$ cat src/rtl/spi_flash_read_responder.sv
// spi_flash_read_responder: oversampled SPI flash (cmd 0x03) read responder streaming bytes from a sync memory port
module spi_flash_read_responder #(
  parameter int MEM_DEPTH_BITWIDTH = 12,
  parameter int SYNC_STAGES = 2
) (
  input  logic                          clk,
  input  logic                          rst_n,
  input  logic                          flash_clk,
  input  logic                          flash_cs,
  input  logic                          flash_mosi,
  output logic                          flash_miso,
  output logic                          mem_rd,
  output logic [MEM_DEPTH_BITWIDTH-1:0] mem_addr,
  input  logic [7:0]                    mem_data,
  output logic                          active,
  output logic                          cmd_error
);
  localparam int AW = MEM_DEPTH_BITWIDTH;
  typedef enum logic [2:0] {IDLE, CMD, ADDR, DATA, IGNORE} state_t;
  state_t state_q, state_d;
  logic [SYNC_STAGES-1:0] sclk_q, scs_q, smosi_q;
  logic sclk_prev_q, scs_prev_q;
  logic [4:0] cnt_q, cnt_d;
  logic [6:0] cmd_q, cmd_d;
  logic [AW-1:0] addr_q, addr_d;
  logic [7:0] tx_q, tx_d;
  logic load_q, miso_q, miso_d, rd_q, rd_d, err_q, err_d, active_q;
  logic sclk, scs, smosi, rise, fall, cs_fall;
  logic [7:0] cmd_byte;
  assign sclk = sclk_q[SYNC_STAGES-1];
  assign scs = scs_q[SYNC_STAGES-1];
  assign smosi = smosi_q[SYNC_STAGES-1];
  assign rise = sclk & ~sclk_prev_q;
  assign fall = ~sclk & sclk_prev_q;
  assign cs_fall = ~scs & scs_prev_q;
  assign cmd_byte = {cmd_q, smosi};
  always_comb begin
    state_d = state_q;
    cnt_d = cnt_q;
    cmd_d = cmd_q;
    addr_d = addr_q;
    tx_d = tx_q;
    miso_d = miso_q;
    rd_d = 1'b0;
    err_d = err_q;
    case (state_q)
      IDLE: if (cs_fall) begin
        state_d = CMD;
        cnt_d = 5'd0;
        err_d = 1'b0;
      end
      CMD: if (rise) begin
        cmd_d = cmd_byte[6:0];
        cnt_d = cnt_q == 5'd7 ? 5'd0 : cnt_q + 5'd1;
        if (cnt_q == 5'd7) begin
          state_d = cmd_byte == 8'h03 ? ADDR : IGNORE;
          err_d = cmd_byte != 8'h03;
        end
      end
      ADDR: if (rise) begin
        addr_d = AW'({addr_q, smosi});
        cnt_d = cnt_q == 5'd23 ? 5'd0 : cnt_q + 5'd1;
        rd_d = cnt_q == 5'd23;
        state_d = cnt_q == 5'd23 ? DATA : ADDR;
      end
      DATA: begin
        if (fall) begin
          miso_d = tx_q[7];
          tx_d = {tx_q[6:0], 1'b0};
        end
        if (rise) begin
          cnt_d = cnt_q == 5'd7 ? 5'd0 : cnt_q + 5'd1;
          addr_d = cnt_q == 5'd7 ? addr_q + AW'(1) : addr_q;
          rd_d = cnt_q == 5'd7;
        end
        if (load_q) tx_d = mem_data;
      end
      default: miso_d = 1'b0;
    endcase
    // CS deassert overrides any edge seen in the same cycle
    if (scs) begin
      state_d = IDLE;
      cnt_d = 5'd0;
      miso_d = 1'b0;
      rd_d = 1'b0;
    end
  end
  // CS synchronizer resets to "low" so a CS already low at reset release never reads as a fall
  always_ff @(posedge clk or negedge rst_n) begin
    if (!rst_n) begin
      sclk_q <= '0;
      scs_q <= '0;
      smosi_q <= '0;
      sclk_prev_q <= 1'b0;
      scs_prev_q <= 1'b0;
      state_q <= IDLE;
      cnt_q <= 5'd0;
      cmd_q <= 7'd0;
      addr_q <= '0;
      tx_q <= 8'd0;
      load_q <= 1'b0;
      miso_q <= 1'b0;
      rd_q <= 1'b0;
      err_q <= 1'b0;
      active_q <= 1'b0;
    end else begin
      sclk_q <= SYNC_STAGES'({sclk_q, flash_clk});
      scs_q <= SYNC_STAGES'({scs_q, flash_cs});
      smosi_q <= SYNC_STAGES'({smosi_q, flash_mosi});
      sclk_prev_q <= sclk;
      scs_prev_q <= scs;
      state_q <= state_d;
      cnt_q <= cnt_d;
      cmd_q <= cmd_d;
      addr_q <= addr_d;
      tx_q <= tx_d;
      load_q <= rd_q;
      miso_q <= miso_d;
      rd_q <= rd_d;
      err_q <= err_d;
      active_q <= state_d == DATA;
    end
  end
  assign flash_miso = miso_q;
  assign mem_rd = rd_q;
  assign mem_addr = addr_q;
  assign active = active_q;
  assign cmd_error = err_q;
endmodule

$ cat config.mk
export PLATFORM = sky130hd
export DESIGN_NAME = spi_flash_read_responder
export DESIGN_NICKNAME = d
export VERILOG_FILES = /design/src/rtl/spi_flash_read_responder.sv
export SDC_FILE = /design/constraint.sdc
export NUM_CORES = 1
export LEC_CHECK = 0
export BUFFER_PORTS_ARGS = -buffer_cell sky130_fd_sc_hd__buf_2
export CORE_MARGIN = 8
export CORE_UTILIZATION = 45
export CTS_CLUSTER_DIAMETER = 60
export DETAILED_ROUTE_END_ITERATION = 6
export GPL_ROUTABILITY_DRIVEN = 1
export PLACE_DENSITY = 0.64
export SYNTH_ARGS = -nofsm -noshare
export SYNTH_HDL_FRONTEND = slang
export SYNTH_SLANG_ARGS = --single-unit
$ cat constraint.sdc
create_clock -name clk -period 3.94 [get_ports clk]
set_input_delay 0.394 -clock clk [delete_from_list [all_inputs] [get_ports clk]]
set_output_delay 0.394 -clock clk [all_outputs]
set_load 0.1 [all_outputs]
* Word level (Yosys, flattened, before mapping)
Index checks and enable logic that the tools add are counted.
** Cells by class
- Add/subtract/negate cells :: 2
- Equal/unequal tests :: 19
- Muxes and demuxes :: 32
- Bitwise operators :: 6
- Reduce and logical (&&, ||, !) cells :: 13
** Operator list (count)
- 12-bit two-way mux :: 3
- 5-bit two-way mux :: 6
- 12-bit one-hot mux with 2 select lines :: 1
- 3-bit two-way mux :: 6
- 8-bit two-way mux :: 2
- 5-bit one-hot mux with 3 select lines :: 1
- 12-bit by 1-bit adder with 12-bit output (second input constant) :: 1
- 2-bit != test (second input constant) :: 6
- 4-bit AND reduction :: 3
- 3-bit by 2-bit == test with 1-bit output (second input constant) :: 3
- 1-bit two-way mux :: 9
- 3-bit != test (second input constant) :: 3
- 3-bit one-hot mux with 3 select lines :: 1
- 8-bit by 2-bit == test with 1-bit output (second input constant) :: 1
- 8-bit by 2-bit != test with 1-bit output (second input constant) :: 1
- 1-bit one-hot mux with 2 select lines :: 3
- 2-bit AND reduction :: 3
- 2-bit nonzero test :: 3
- 5-bit by 1-bit adder with 5-bit output (second input constant) :: 1
- 5-bit by 3-bit == test with 1-bit output (second input constant) :: 1
- 5-bit == test (second input constant) :: 1
- 4-bit nonzero test :: 1
- 1-bit bitwise AND :: 3
- 3-bit by 1-bit == test with 1-bit output (second input constant) :: 1
- 6 further kinds :: 8
** Storage, ports and cells
- Register bits after elaboration :: 48
- Input port bits :: 13
- Output and inout bits :: 16
- Logic and storage cells :: 87

* Longest topological paths before layout
- Word-level depth :: 7
- Depth in mapped cells :: 8
- Mapped depth without buffers :: 6

* Worst setup path before layout
Ideal clock, no wire load.
- Path type :: reg2reg
- Start point :: register addr_q[0] (netlist: mem_addr[0])
- End point :: register addr_q[10] (netlist: mem_addr[10])
- Setup time :: 0.078 ns
- Data arrival time :: 2.330 ns
- Required time :: 3.862 ns
- Setup slack :: 1.532 ns
- Stages on the path, launching flop included :: 7
- Buffers on the path :: 0
- Period minus slack after synthesis :: 2.408 ns
- Cell sequence :: dfrtp_1 > ha_1 > nand2_1 > nor3_1 > a41oi_1 > or3_1 > a21oi_1
** On the way
- Word-level cells in the longest chain between the ends :: 4
** RTL lines
- start: declaration :: RTL line 25 : logic [AW-1:0] addr_q, addr_d;
- start signal: assignment :: RTL line 115 : addr_q <= addr_d;
- 12-bit by 1-bit adder with 12-bit output :: RTL line 73 : addr_d = cnt_q == 5'd7 ? addr_q + AW'(1) : addr_q;
- 12-bit two-way mux :: RTL line 73
- 12-bit two-way mux :: RTL line 71 : if (rise) begin
- 12-bit one-hot mux with 2 select lines :: RTL line 46 : case (state_q)
Every way passes these cells. The select of a mux whose other input is x is not followed.
A chain may end at the register's enable or synchronous reset.

* Final worst setup path
- Start point :: register state_q[0]
- End point :: register tx_q[0]
** On the way
- Word-level cells in the longest chain between the ends :: 2
** RTL lines
- start: declaration :: RTL line 20 : state_t state_q, state_d;
- start signal: assignment :: RTL line 112 : state_q <= state_d;
- 3-bit by 2-bit == test with 1-bit output :: RTL line 46
- 2-bit AND reduction (no line)
- end signal: assignment :: RTL line 116 : tx_q <= tx_d;
- end: declaration :: RTL line 26 : logic [7:0] tx_q, tx_d;
Every way passes these cells.

==> results.yml <==
setup_path:
  critPathMaxFanout: 18
  cp.depth: 4
  crit_end: "tx_q[0]"
  crit_slowest_cell: "dfrtp_1"
  reg2regPathDepth: 4
  cp_top_family: "flip-flops"
  r2r_slack_ps: 1870
  critical_path_arrival_ps: 2260
  critical_path_class: "flip-flop to flip-flop"
  reg2reg_from: "state_q[0]"
  cp-start-kind: "flip-flop"
  worst_path_largest_cell_delay_ps: 670
  crit_start: "state_q[0]"
  required_ps: 4140
  cp_num_buf_inv: 1
  crit_chain: "and3_1 -> o21ai_0 -> clkbuf_2 -> a32o_1"
  end_kind: "flip-flop"
  r2r-end: "tx_q[0]"
timing:
  finalHoldViolCount: 0
  rsz0062_at_grt: "false"
  final_max_slew_viol_count: 0
  clock_skew_ps: 2.577
  fmax_mhz: 483.6
  setup_viol: 0
  min_period_over_period: 0.5248
  fin_hold_ws_ps: 191.2
  max_slew.worst_pin.slew_ps: 1021
  slew-limit-headroom: 0.3193
  tns_ps: 0
  setup_slack_ps: 1872
  period_minus_slack_ps: 2068
cts:
  clkTransAtPathRegs_ps: 90
  cts_htree_levels: 2
  cts_buffers: 5
  cts.sinks: 48
  cts_tree: "built"
  cts_buffer_depth: 2
  cts_root_buf: "clkbuf_8"
  clk_latency_ps: 300
  ctsHoldBuffers: 0
  cts-resized-gates: 0
  post-cts-setup-buffers: 0
final_layout:
  nets: 268
  regArea_mm2: 0.001201
  n_fill_cell: 481
  syn_to_final_growth_pct: 12.30
  diodes: 0
  multi_input_area_mm2: 0.001059
  drive_gt1_frac: 0.2165
floorplan:
  ios: 29
  die_x_um: 87.80
  initial_core_util: 0.4600
  dieArea_mm2: 0.007708
  rows: 26
  core_mm2: 0.005042
  die_y_um: 87.80
routing:
  top_layer: "met4"
  drt-total-wl_um: 4553
  ant_nets: 0
  wl_met1_um: 2168
  drtIter0Drc: 61
  met3_length_um: 226
  via_count: 1758
  first_pass_iters: 4
  wl_per_cell_um: 14.05
  drc: 0
  route.met2.wl_um: 2091
  avgViaCountPerCell: 5.426
synth:
  syn_avg_cell_area_um2: 10.22
  ys.warnings.count: 0
  synth_commonest_cells: "48 x dfrtp_1, 25 x nand2_1, 20 x nor2_1, 20 x o21ai_0"
  synth_most_common_cell: "dfrtp_1"
  syn_area_mm2: 0.002320
  ys_async_sr_fraction: 1.000
  synth_ff_type: "dfrtp_1"
  ys_seq_area_frac: 0.5178
  syn_nets: 242
  synth_top_area_frac: 0.5178
  synth-edff-count: 0
  ys_ff_latch: 48
  synthCells: 227
  synth.distinct_cells: 50
  yosysTopAreaCell: "dfrtp_1"
  synth.area.top_cells: "dfrtp_1 52%, mux2i_1 4.7%, o21ai_0 4.3%"
grt:
  grt_overflow: 0
  grt_pass1_wl_um: 7748
  grt_pass1_vias: 1678
  antenna_found_initial: 0
  grt_usage: 0.1279
  grt_max_degree: 49
pwr:
  peakVddDrop_v: 0.0002041
  leakagePower_nw: 1.189
  p_total_mw: 0.9543
  power_per_cell_area_mw_per_mm2: 366.3
job:
  cap_violations: 0
placement:
  pre_cts_slack_ps: 1792
  hpwl_um: 3228
  gp_congestion: 0.8614
  port_buffers: 28
status:
  status: "completed"
min_path:
  worstHoldPathType: "input pin to flip-flop"
worst min path at each step:
stage | end | slack [ps] | depth (start not counted) | start
6_report | sclk_q[0] | 190 | 1 | flash_clk
5_1_grt | smosi_q[0] | 170 | 1 | flash_mosi
4_1_cts | sclk_q[0] | 180 | 1 | flash_clk
3_5_place_dp | smosi_q[1] | 330 | 0 | smosi_q[0]
3_3_place_gp | sclk_q[1] | 330 | 0 | sclk_q[0]
2_1_floorplan | active | 100 | 0 | rst_n
registers in the layout (all words and copies together) (netlist names), 2 cells and up:
signal,count
cmd_q,7
mem_addr,12
state_q,3
sclk_q,2
tx_q,8
scs_q,2
smosi_q,2
cnt_q,5
cell families (layout without fill, tap and decap cells):
kind of cell,after synthesis,in the layout,share of synthesized area
and+or+nand+nor,87,87,0.1947
xor gates and xnor gates,2,2,0.007553
AOI/OAI and AO/OA,55,55,0.1570
adders and majority gates,2,2,0.01079
buffers and inverters,14,41,0.02588
muxes,19,19,0.08630
DFF,48,48,0.5178
per-layer routing:
metal / track usage / vias to the layer above
met1: 0.1576 / 841
li1: - / 881
met3: 0.03565 / 6
met5: 0 / -
met4: 0.05000 / 0
met2: 0.2059 / 30
cells in the final DEF, fill, tap and decap left out, types with 2 or more instances in the layout:
cell,netlist,routed
dfrtp_1,48,48
buf_2,5,28
nand2_1,25,25
nor2_1,20,20
o21ai_0,20,20
mux2i_1,11,11
a21oi_1,11,11
nand3_1,9,9
mux2_2,8,8
nor3_1,7,7
clkbuf_8,0,6
and3_1,5,5
a31oi_1,4,4
inv_1,4,4
nor2b_1,3,3
or3_1,3,3
nand4_1,3,3
nand2b_1,2,2
o31ai_1,2,2
a22o_1,2,2
ha_1,2,2
clkinvlp_4,0,2
cell type report:
class                   count  area share
flip-flops and latches     48      0.4611
multi-input cells         165      0.4063
repair buffers             29     0.05572
well taps                  70     0.03362
clock buffers               6     0.03170
clock inverters             2    0.005764
inverters                   4    0.005764
stage by stage:
step / cell area, um2 / cells / util
detailed placement: 2502 / 315 / 0.4963
finish: 2605 / 324 / 0.5166
CTS: 2600 / 323 / 0.5156
global route: 2605 / 324 / 0.5166
floorplan: 2320 / 227 / -
global placement: 2502 / 315 / 0.4963
where the power goes:
| part | internal [mW] | leakage (nW) | switching [mW] |
|---|---|---|---|
| Clock | 0.142 | 0.0434 | 0.169 |
| Sequential | 0.523 | 0.607 | 0.0313 |
| Combinational | 0.0491 | 0.538 | 0.0402 |
| Total | 0.714 | 1.19 | 0.240 |
Power figures use the tool's default switching activity.
